$ cat config.mk
export PLATFORM = sky130hd
export DESIGN_NAME = bank_snapshot_arbiter
export DESIGN_NICKNAME = d
export VERILOG_FILES = /design/src/rtl/bank_snapshot_arbiter.sv
export SDC_FILE = /design/constraint.sdc
export NUM_CORES = 1
export LEC_CHECK = 0
export CORE_MARGIN = 2
export CORE_UTILIZATION = 55
export CTS_CLUSTER_DIAMETER = 80
export CTS_CLUSTER_SIZE = 28
export DETAILED_ROUTE_END_ITERATION = 16
export PLACE_DENSITY = 0.77
export SLEW_MARGIN = 20
export SYNTH_ARGS = -nofsm -noshare
export SYNTH_HDL_FRONTEND = slang
export SYNTH_SLANG_ARGS = --single-unit
$ cat constraint.sdc
create_clock -name CLK -period 2.2 [get_ports CLK]
set_clock_uncertainty 0.2 [all_clocks]
set_input_delay 0.55 -clock CLK [delete_from_list [all_inputs] [get_ports CLK]]
set_output_delay 0.55 -clock CLK [all_outputs]
set_load 0.005 [all_outputs]
$ cat src/rtl/bank_snapshot_arbiter.sv
// -----------------------------------------------------------------------------
// bank_snapshot_arbiter
//
// Owns the single port of the shared 16x8 clock/chrono register bank. Arbitrates
// between the control FSM (writer) and a frame-synchronous snapshot engine that
// copies entries FIRST_ADDR..LAST_ADDR into a double-buffered shadow file. The
// VGA pointer unit reads the committed shadow, so each frame sees one atomic set.
//
// Ports:
//   CLK, RESET            clock (rising edge), async active-low reset
//   FrameStart            one-cycle frame start pulse
//   WrReq/WrAddr/WrData   writer request, held until WrAck
//   WrAck                 one-cycle pulse, write performed this cycle
//   BankAddr/BankWrData/BankWE  bank port (registered)
//   BankRdData            bank read data, valid one cycle after BankAddr
//   ShadowAddr/ShadowData committed shadow read (combinational)
//   SnapBusy              snapshot in progress
//   SnapDone              one-cycle pulse when new shadow is committed
//   Overrun               one-cycle pulse when a FrameStart is dropped
//
// state      | meaning
// -----------+------------------------------------------------------------
// IDLE       | bank port free, waiting for a write or a frame start
// WRITE      | writer owns the bank for exactly one cycle (WrAck high)
// RD_ISSUE   | snapshot presents BankAddr=ptr
// RD_CAPTURE | snapshot latches BankRdData into staging[ptr]
// -----------------------------------------------------------------------------
module bank_snapshot_arbiter #(
    parameter int ADDR_W     = 4,
    parameter int DATA_W     = 8,
    parameter int FIRST_ADDR = 1,
    parameter int LAST_ADDR  = 12
) (
    input  logic              CLK,
    input  logic              RESET,
    input  logic              FrameStart,
    input  logic              WrReq,
    input  logic [ADDR_W-1:0] WrAddr,
    input  logic [DATA_W-1:0] WrData,
    output logic              WrAck,
    output logic [ADDR_W-1:0] BankAddr,
    output logic [DATA_W-1:0] BankWrData,
    output logic              BankWE,
    input  logic [DATA_W-1:0] BankRdData,
    input  logic [ADDR_W-1:0] ShadowAddr,
    output logic [DATA_W-1:0] ShadowData,
    output logic              SnapBusy,
    output logic              SnapDone,
    output logic              Overrun
);

    typedef enum logic [1:0] {IDLE, WRITE, RD_ISSUE, RD_CAPTURE} state_t;

    localparam logic [ADDR_W-1:0] FIRST_A = ADDR_W'(FIRST_ADDR);
    localparam logic [ADDR_W-1:0] LAST_A  = ADDR_W'(LAST_ADDR);

    state_t            state;
    logic [ADDR_W-1:0] ptr;
    logic              pending;
    logic              fair;
    logic [DATA_W-1:0] staging   [FIRST_ADDR:LAST_ADDR];
    logic [DATA_W-1:0] committed [FIRST_ADDR:LAST_ADDR];

    // A frame start is only taken when no snapshot is running or queued;
    // pending always implies SnapBusy, but both are checked for clarity.
    logic frameAccept;
    assign frameAccept = FrameStart && !SnapBusy && !pending;

    always_ff @(posedge CLK or negedge RESET) begin
        if (!RESET) begin
            state      <= IDLE;
            ptr        <= FIRST_A;
            pending    <= 1'b0;
            fair       <= 1'b0;
            WrAck      <= 1'b0;
            BankAddr   <= '0;
            BankWrData <= '0;
            BankWE     <= 1'b0;
            SnapBusy   <= 1'b0;
            SnapDone   <= 1'b0;
            Overrun    <= 1'b0;
            for (int i = FIRST_ADDR; i <= LAST_ADDR; i++) begin
                staging[ADDR_W'(i)]   <= '0;
                committed[ADDR_W'(i)] <= '0;
            end
        end else begin
            // Bank port outputs describe the cycle being entered; idle by default.
            WrAck      <= 1'b0;
            BankAddr   <= '0;
            BankWrData <= '0;
            BankWE     <= 1'b0;
            SnapDone   <= 1'b0;
            Overrun    <= FrameStart && (SnapBusy || pending);

            case (state)
                IDLE: begin
                    if (WrReq && !(fair && SnapBusy)) begin
                        state      <= WRITE;
                        BankAddr   <= WrAddr;
                        BankWrData <= WrData;
                        BankWE     <= 1'b1;
                        WrAck      <= 1'b1;
                        fair       <= 1'b1;
                        if (frameAccept) begin
                            pending  <= 1'b1;
                            SnapBusy <= 1'b1;
                        end
                    end else if (frameAccept || pending) begin
                        state    <= RD_ISSUE;
                        BankAddr <= ptr;
                        pending  <= 1'b0;
                        SnapBusy <= 1'b1;
                    end
                end

                WRITE: begin
                    // Never back to WRITE: a held WrReq cannot double-write.
                    if (frameAccept) begin
                        SnapBusy <= 1'b1;
                    end
                    if (SnapBusy || pending || frameAccept) begin
                        state    <= RD_ISSUE;
                        BankAddr <= ptr;
                        pending  <= 1'b0;
                    end else begin
                        state <= IDLE;
                    end
                end

                RD_ISSUE: begin
                    state <= RD_CAPTURE;
                end

                RD_CAPTURE: begin
                    staging[ptr] <= BankRdData;
                    if (ptr == LAST_A) begin
                        // The last entry is still in flight, take it straight
                        // from the bank so the commit is complete this edge.
                        for (int i = FIRST_ADDR; i <= LAST_ADDR; i++) begin
                            committed[ADDR_W'(i)] <= (i == LAST_ADDR) ? BankRdData
                                                                     : staging[ADDR_W'(i)];
                        end
                        ptr      <= FIRST_A;
                        SnapDone <= 1'b1;
                        SnapBusy <= 1'b0;
                        if (WrReq) begin
                            state      <= WRITE;
                            BankAddr   <= WrAddr;
                            BankWrData <= WrData;
                            BankWE     <= 1'b1;
                            WrAck      <= 1'b1;
                            fair       <= 1'b1;
                        end else begin
                            state <= IDLE;
                        end
                    end else begin
                        ptr  <= ptr + 1'b1;
                        fair <= 1'b0;
                        if (WrReq) begin
                            state      <= WRITE;
                            BankAddr   <= WrAddr;
                            BankWrData <= WrData;
                            BankWE     <= 1'b1;
                            WrAck      <= 1'b1;
                            fair       <= 1'b1;
                        end else begin
                            state    <= RD_ISSUE;
                            BankAddr <= ptr + 1'b1;
                        end
                    end
                end

                default: state <= IDLE;
            endcase
        end
    end

    // Entries outside the snapshot window have no shadow and read as 0.
    always_comb begin
        ShadowData = '0;
        if (ShadowAddr >= FIRST_A && ShadowAddr <= LAST_A) begin
            ShadowData = committed[ShadowAddr];
        end
    end

endmodule

== Word level (Yosys, flattened, before mapping) ==
Index checks and enable logic that the tools add are counted.
Word-level totals
  bits in registers: 176
  input port bits: 28
  output and inout bits: 25
Cells by class
  add/sub/neg operators: 1
  magnitude comparators: 5
  equal/unequal tests: 10
  muxes and demuxes: 44
  bitwise gates (word level): 2
  reduce and logical (&&, ||, !) cells: 22
Operators by type and width (count)
  bitwise mux 96 bit: 1
  2-to-1 mux 8 bit: 6
  binary-select mux 8 bit (select 4 bit): 1
  demux 8 bit (select 4 bit): 1
  2-to-1 mux 4 bit: 7
  2-to-1 mux 1 bit: 16
  one-hot mux 8 bit (2 select lines): 1
  one-hot mux 4 bit (3 select lines): 1
  greater-or-equal comparator 5 bit (second input constant): 2
  2-to-1 mux 2 bit: 5
  inverter 4 -> 5 bit: 2
  != test 3 bit (second input constant): 3
  one-hot mux 2 bit (4 select lines): 1
  logical AND 1 bit: 7
  != test 2 bit (second input constant): 3
  one-hot mux 1 bit (2 select lines): 3
  AND reduction 3 bit: 2
  < comparator 5 x 1 -> 1 bit (second input constant): 1
  adder 4 x 1 -> 4 bit (second input constant): 1
  equality test 2 bit (second input constant): 2
  equality test 4 bit (second input constant): 1
  greater-or-equal comparator 4 x 1 -> 1 bit (second input constant): 1
  <= comparator 4 bit (second input constant): 1
  AND reduction 2 bit: 2
  other kinds (8): 13

== Depth between registers and ports, before layout ==
Gate-level depths: netlist of run 1.
  depth after elaboration: 7
  depth in mapped cells: 8
  mapped depth without buffers: 6

== Least setup slack after synthesis of run 1 ==
Ideal clock, no wire load.
  path type: input-to-output
  start point: input ShadowAddr[0]
  end point: output ShadowData[6]
  arrival: 1512 ps
  slack: -62 ps
  stages: 4
  buffers on the path: 2
  path through: buf_6 -> buf_4 -> mux4_2 -> nor3_1
Between the ends
  longest elaborated chain between the ends: 5
  elaborated cells on any way between the ends: 8
  classes of those cells: order compare: 2; mux: 4; bitwise: 1; reduce/logical: 1
Ends and longest elaborated chain
  start, declared: RTL line 45  | input logic [ADDR_W-1:0] ShadowAddr,
  inverter 4 -> 5 bit (not written as such): RTL line 182  | ShadowData = committed[ShadowAddr];
  binary-select mux 8 bit (select 4 bit): RTL line 182
  2-to-1 mux 8 bit (not written as such) (2 in a row): RTL line 182
  2-to-1 mux 8 bit *: RTL line 181  | if (ShadowAddr >= FIRST_A && ShadowAddr <= LAST_A) begin
  end, declared: RTL line 46  | output logic [DATA_W-1:0] ShadowData,
Every way passes the cells marked *; elsewhere a longest branch is shown, timed or not. The select of a mux whose other input is x is not followed.

== Worst setup path in the final report of run 1 ==
  start point: input ShadowAddr[1]
  end point: output ShadowData[0]
The elaborated chain is that of the path after synthesis.

==> reports/metrics.csv, run 1 <==
metric,value,unit
Die Span Y,109,µm
"Clk Latency, worst-skew pair",0.52,ns
CTS Root Cell,clkbuf_8,
"Period Utilization, post-route",1.17,
drt pass-1 iters,5,
"EDFF count, synth",0,
clock sink count,136,
unrepaired setup endpoints after global routing,true,
cts bufs inserted,17,
peak supply drop,759,µV
sw frac,0.312,
Mapped Nets,567,
first-pass GRT wire length,23200,µm
most numerous cell in the Yosys netlist,nand2_1,
post-synthesis cell count,530,
crit path to,ShadowData[0],
Core ar.,10800,µm²
Yosys reg bits,136,
"reg-to-reg slack, setup",0.08,ns
outcome,"complete, but fails checks",
Required @ worst endpoint,1.45,ns
routed vias,4406,
Setup CP Type,primary input to primary output,
initial core utilization,0.559,
Worst Setup Start Kind,primary input,
GPL Wtd Cong,0.836,
DRC Markers,0,
sequential area share after synthesis,0.564,
CP Max Fanout,5,
Placement Setup Slack,-1.13,ns
NumNets Final,660,
maxcap violations,0,
Final Worst Setup Slack,-0.365,ns
die width,109,µm
Tmin final,2.57,ns
vias per cell,5.68,
mean routed wirelength per cell,19.1,µm
post-synth cell types,49,
Final Hold Vio Count,0,
Synth Flop Type,dfrtp_1,
largest area contributor in the netlist,dfrtp_1,
NetSw,3.07,mW
Bufs on Longest Clock Path,2,
synth top area cells,"dfrtp_1, mux2_2, nand2_1",
DP HPWL,9060,µm
clk slew on worst S/H paths,0.06,ns
Clock power frac,0.290,
IO Count,53,
crit path DAT,1.82,ns
routed wire length,14800,µm
worst hold path type,flop to flop,
Yosys warning count,40,
n_diodes,0,
Synth async-reset ratio,1.00,
Fmax,390,MHz
Synth top area share,0.559,
TritonCTS clock tree,yes,
Layout area overhead,28.0,%
DR iter-0 viols,393,
top post-synthesis cells by count,"nand2_1, dfrtp_1, mux2_2, nor2b_1",
die area,11800,µm²
power after layout,9.86,mW
"Remaining Overflow, GRT",0,
violated checks,negative setup slack,
Comb power frac,0.278,
"Avg Cell Area, Syn",11.4,µm²
FF-to-FF path depth,5,
Rel. slew slack,0.604,
Critical Path Source,ShadowAddr[1],
worst flop-to-flop path endpoint,SnapBusy$_DFFE_PN0P_,
largest net degree at the start of global routing,58,
GRT Util Overall,0.266,
H-tree level count,4,
initial antenna violation count,0,
final setup fails,8,
Power Density,1280,nW/µm²
Pint,6.78,mW
P_leak,3.74,nW
DRT antenna net count,0,
Core Rows,38,
Critical Path End Type,primary output,
Seq pwr share,0.432,
vias in the first global route,4547,
Mapped Area,6040,µm²
measured slew at the worst slew-check pin,0.593,ns
Max Transition Viols Final,0,
layout cells sized above 1,0.300,
port buffer count,52,
reg2reg start,ptr[1]$_DFFE_PN0P_,
## logic make-up (layout without fill, tap and decap cells)
| family | after synthesis | count (layout) | share of synthesized area |
|---|---|---|---|
| simple gates | 237 | 237 | 0.181 |
| fa+ha+maj | 9 | 9 | 0.0186 |
| mux | 76 | 76 | 0.156 |
| compound gates | 36 | 36 | 0.0468 |
| flops | 136 | 136 | 0.564 |
| buf+inv | 36 | 142 | 0.0336 |
## metrics by stage
| stage | TNS (ns) | cell area (µm²) | hold WS, ns | utilization | std cells |
|---|---|---|---|---|---|
| after CTS | -2.40 | 7650 | 0.263 | 0.709 | 770 |
| after detailed placement | -8.58 | 6850 | 0.246 | 0.635 | 724 |
| after floorplan | 0 | 6050 | 0.0544 | - | 530 |
| final | -2.43 | 7730 | 0.258 | 0.716 | 776 |
| after global placement | -8.24 | 6850 | 0.242 | 0.635 | 724 |
| after global routing | -2.88 | 7730 | 0.280 | 0.716 | 776 |
## routing by layer
| metal | global-route usage | share of wire | vias up |
|---|---|---|---|
| met4 | 0.0934 | 0.026 | 0 |
| met1 | 0.322 | 0.40 | 2222 |
| met5 | 0 | 0 | - |
| li1 | - | - | 1990 |
| met2 | 0.458 | 0.51 | 161 |
| met3 | 0.0729 | 0.064 | 33 |
## state kept, by name, indices dropped and copies added (netlist names)
register    count
staging        56
state           2
ptr             4
SnapDone        1
committed      56
pending         1
Overrun         1
BankWrData      8
BankAddr        4
SnapBusy        1
fair            1
BankWE          1
## critical path: stages
cell,delay (ns)
buf_4,0.13
buf_6,0.12
buf_4,0.12
mux2_2,0.35
a221oi_4,0.27
nor4_1,0.11
buf_2,0.16
## worst min-delay path by stage
stage / start / to / slack, ns / cells after the start
2_1_floorplan: RESET / BankAddr[0]$_DFF_PN0_ / 0.05 / 0
3_3_place_gp: staging[66]$_DFFE_PN0P_ / committed[66]$_DFFE_PN0P_ / 0.24 / 2
3_5_place_dp: staging[45]$_DFFE_PN0P_ / committed[45]$_DFFE_PN0P_ / 0.25 / 2
4_1_cts: staging[71]$_DFFE_PN0P_ / committed[71]$_DFFE_PN0P_ / 0.26 / 2
5_1_grt: staging[71]$_DFFE_PN0P_ / committed[71]$_DFFE_PN0P_ / 0.28 / 2
6_report: staging[62]$_DFFE_PN0P_ / committed[62]$_DFFE_PN0P_ / 0.26 / 2
## power by group through the flow
| stage | logic, mW | clock network (mW) | registers, mW |
|---|---|---|---|
| CTS | 2.68 | 2.89 | 4.24 |
| global route | 3.02 | 3.01 | 4.36 |
| floorplan | 1.90 | 0 | 3.95 |
| detailed placement | 2.52 | 0 | 4.26 |
| global placement | 2.41 | 0 | 4.22 |
| finish | 2.74 | 2.86 | 4.26 |
## timing repair
item | 4_1_cts | 5_1_grt
resized for setup | 64 | 7
hold buffers | 1 | 0
endpoints found under the hold margin | 31 | 0
gates cloned | 2 | 0
endpoints found under the setup margin | 9 | 9
buffers inserted | 12 | 6
pin swaps | 7 | 2
## layout make-up
type | instances | area [µm²]
clock buffers | 21 | 459
clock inverters | 11 | 145
fillers | 718 | 3060
inverters | 10 | 37.5
multi-input cells | 358 | 2540
flip-flops and latches | 136 | 3410
well taps | 140 | 175
repair buffers | 100 | 962
## cell usage in the layout (no fill, tap or decap), types with 2 or more instances in the layout
master	instances
clkbuf_8	4
buf_2	8
clkbuf_16	16
and2_1	9
a21oi_1	4
mux2_1	4
a211o_1	2
buf_4	38
nor2b_2	4
o221ai_1	2
o21ai_0	6
clkdlybuf4s50_1	38
nor4_1	5
mux4_2	8
buf_12	5
nand2_1	177
nor3_4	3
nor4_2	3
nor2b_4	2
nand2b_1	2
buf_6	5
mux2i_1	3
a221o_1	2
inv_1	9
a221oi_1	2
nor2_1	9
nor3_1	4
a221oi_2	6
clkinvlp_4	3
nand3_4	3
dfrtp_1	134
nor2b_1	8
dlygate4sd2_1	2
ha_1	9
mux2_2	61
clkinv_2	3
bufinv_16	3
No activity file was read; power rests on OpenSTA's default activity.
==> run 2: changes to the inputs <==
--- a/config.mk
+++ b/config.mk
@@ -5,6 +5,7 @@
 export SDC_FILE = /design/constraint.sdc
 export NUM_CORES = 1
 export LEC_CHECK = 0
+export CAP_MARGIN = 20
 export CORE_MARGIN = 2
 export CORE_UTILIZATION = 55
 export CTS_CLUSTER_DIAMETER = 80
==> results of run 2 <==
Same layout as run 1: the final DEF is identical, and so are final timing and power.
==> run 3: changes to the inputs <==
--- a/config.mk
+++ b/config.mk
@@ -7,11 +7,10 @@
 export LEC_CHECK = 0
 export CAP_MARGIN = 20
 export CORE_MARGIN = 2
-export CORE_UTILIZATION = 55
+export CORE_UTILIZATION = 45
 export CTS_CLUSTER_DIAMETER = 80
 export CTS_CLUSTER_SIZE = 28
 export DETAILED_ROUTE_END_ITERATION = 16
-export PLACE_DENSITY = 0.77
 export SLEW_MARGIN = 20
 export SYNTH_ARGS = -nofsm -noshare
 export SYNTH_HDL_FRONTEND = slang
==> run 3 against run 2 <==
Compared with the run above:
- the flow still finishes with violations (negative setup slack)
- die area grew 21%
- sequential cell count is the same
- design area shrank 0.21%
- hold slack lost 0.00069 ns
- first-iteration DRC count shrank 15%
- sequential share of layout area grew 0.093 points
- total power shrank 1.8%
- fmax grew 8.1%
- combinational power shrank 2%
- sequential power shrank 1%
- core utilization shrank 13 points
- critical path depth shrank 3
- critical path type is now flop to primary output
- critical endpoint is now ShadowData[1]
- largest cell class unchanged
- highest routed layer unchanged
==> reports/metrics.csv, run 3 (same netlist as run 1, synthesis figures left out) <==
metric,value,unit
violated checks,negative setup slack,
CTS Root Cell,clkbuf_16,
post-route insts no fill,809,
H-tree level count,4,
vias per cell,5.33,
"commonest non-fill, non-tap cell in the layout",nand2_1,
DP HPWL,9040,µm
Placement Setup Slack,-1.09,ns
Worst Setup Start Kind,flop,
P_leak,3.69,nW
maxcap violations,0,
Max Transition Viols Final,0,
Setup CP Type,flop to primary output,
Die Span Y,120,µm
FF-to-FF path depth,5,
Power Density,1250,nW/µm²
cts bufs inserted,17,
Layout area overhead,27.7,%
clk slew on worst S/H paths,0.06,ns
DP Cell Count,764,
initial core utilization,0.458,
port buffer count,52,
"Remaining Overflow, GRT",0,
Top Registers,"committed (56), staging (56), BankWrData (8)",
DR iter-0 viols,335,
crit path DAT,1.62,ns
mean routed wirelength per cell,17.3,µm
layout cells sized above 1,0.291,
GRT Util Overall,0.210,
largest net degree at the start of global routing,58,
"Clk Latency, worst-skew pair",0.42,ns
worst hold path type,flop to flop,
vias in the first global route,4315,
Core ar.,13200,µm²
Required @ worst endpoint,1.45,ns
Fmax,421,MHz
Bufs on Longest Clock Path,2,
DRT antenna net count,0,
Final Hold Vio Count,0,
routed vias,4308,
die area,14400,µm²
measured slew at the worst slew-check pin,0.523,ns
most frequent cells in the layout,"nand2_1, dfrtp_1, mux2_2",
routed wire length,14000,µm
clock sink count,136,
Critical Path End Type,primary output,
Tmin final,2.37,ns
NumNets Final,657,
n_diodes,0,
unrepaired setup endpoints after global routing,true,
Core Rows,42,
first-pass GRT wire length,22900,µm
DRC Markers,0,
initial antenna violation count,0,
die width,120,µm
final setup fails,8,
"Period Utilization, post-route",1.08,
IO Count,53,
Fill cells,1084,
TritonCTS clock tree,yes,
CP Max Fanout,2,
peak supply drop,690,µV
Final Worst Setup Slack,-0.174,ns
Rel. slew slack,0.651,
outcome,"complete, but fails checks",
drt pass-1 iters,6,
GPL Wtd Cong,0.910,
WHS Path Cells,2,
## run 3: cell types whose count changed in the layout (fill, tap and decap cells not counted), moves of 2 or more
cell	delta
clkdlybuf4s50_1	+2
clkbuf_8	-2
dlygate4sd2_1	-2
buf_4	-9
nor2b_1	+2
buf_8	+2
buf_6	+2
buf_12	+4
## run 3: final timing paths
path / slack, ns / start / end
worst min-delay path: 0.26 / staging[67]$_DFFE_PN0P_ / committed[67]$_DFFE_PN0P_
worst min register to register: 0.26 / staging[67]$_DFFE_PN0P_ / committed[67]$_DFFE_PN0P_
max in group asynchronous: 0.73 / RESET / ptr[0]$_DFFE_PN1P_
worst max register to register: 0.06 / ptr[1]$_DFFE_PN0P_ / SnapBusy$_DFFE_PN0P_
worst max-delay path: -0.17 / committed[41]$_DFFE_PN0P_ / ShadowData[1]
min in group asynchronous: 0.42 / RESET / committed[56]$_DFFE_PN0P_
## run 3: stage by stage
stage | util | hold WS, ns | total power [mW] | TNS [ns] | instance area [µm²]
finish | 0.585 | 0.257 | 9.68 | -1.18 | 7710
floorplan | - | 0.0544 | 5.85 | 0 | 6050
detailed placement | 0.529 | 0.247 | 6.78 | -8.47 | 6980
CTS | 0.580 | 0.258 | 9.64 | -1.35 | 7650
global route | 0.585 | 0.278 | 10.3 | -1.72 | 7710
global placement | 0.529 | 0.240 | 6.68 | -8.29 | 6980
## run 3: worst max-delay path: stages, from the launching register on
cell     delay, ns
dfrtp_1       0.41
mux4_2        0.49
nor2b_2       0.12
nor4_1        0.06
buf_2         0.13
## run 3: metal layers
| metal | part of all wire | vias to the layer above | track usage |
|---|---|---|---|
| met4 | 0.020 | 0 | 0.0765 |
| met2 | 0.49 | 120 | 0.344 |
| met1 | 0.45 | 2183 | 0.271 |
| li1 | - | 1980 | - |
| met5 | 0 | - | 0 |
| met3 | 0.045 | 25 | 0.0561 |
## run 3: power by group
part	internal, mW	switching [mW]	leakage (nW)
sequential	3.52	0.681	1.73
combinational	1.46	1.23	1.68
clock	1.73	1.06	0.275
## run 3: final cells by class
type                    instances  area (µm²)  area share
clock inverters                11         123      0.0159
inverters                      10        37.5     0.00487
clock buffers                  21         460      0.0597
flip-flops and latches        136        3410       0.442
repair buffers                 97         962       0.125
well taps                     176         220      0.0285
multi-input cells             358        2500       0.325
## run 3: timing repair
item / CTS / global route
pin swaps: 5 / 5
hold buffers: 1 / 0
setup buffers: 8 / 6
setup endpoints to repair: 9 / 9
endpoints found under the hold margin: 38 / 0
gates resized for setup: 64 / 7
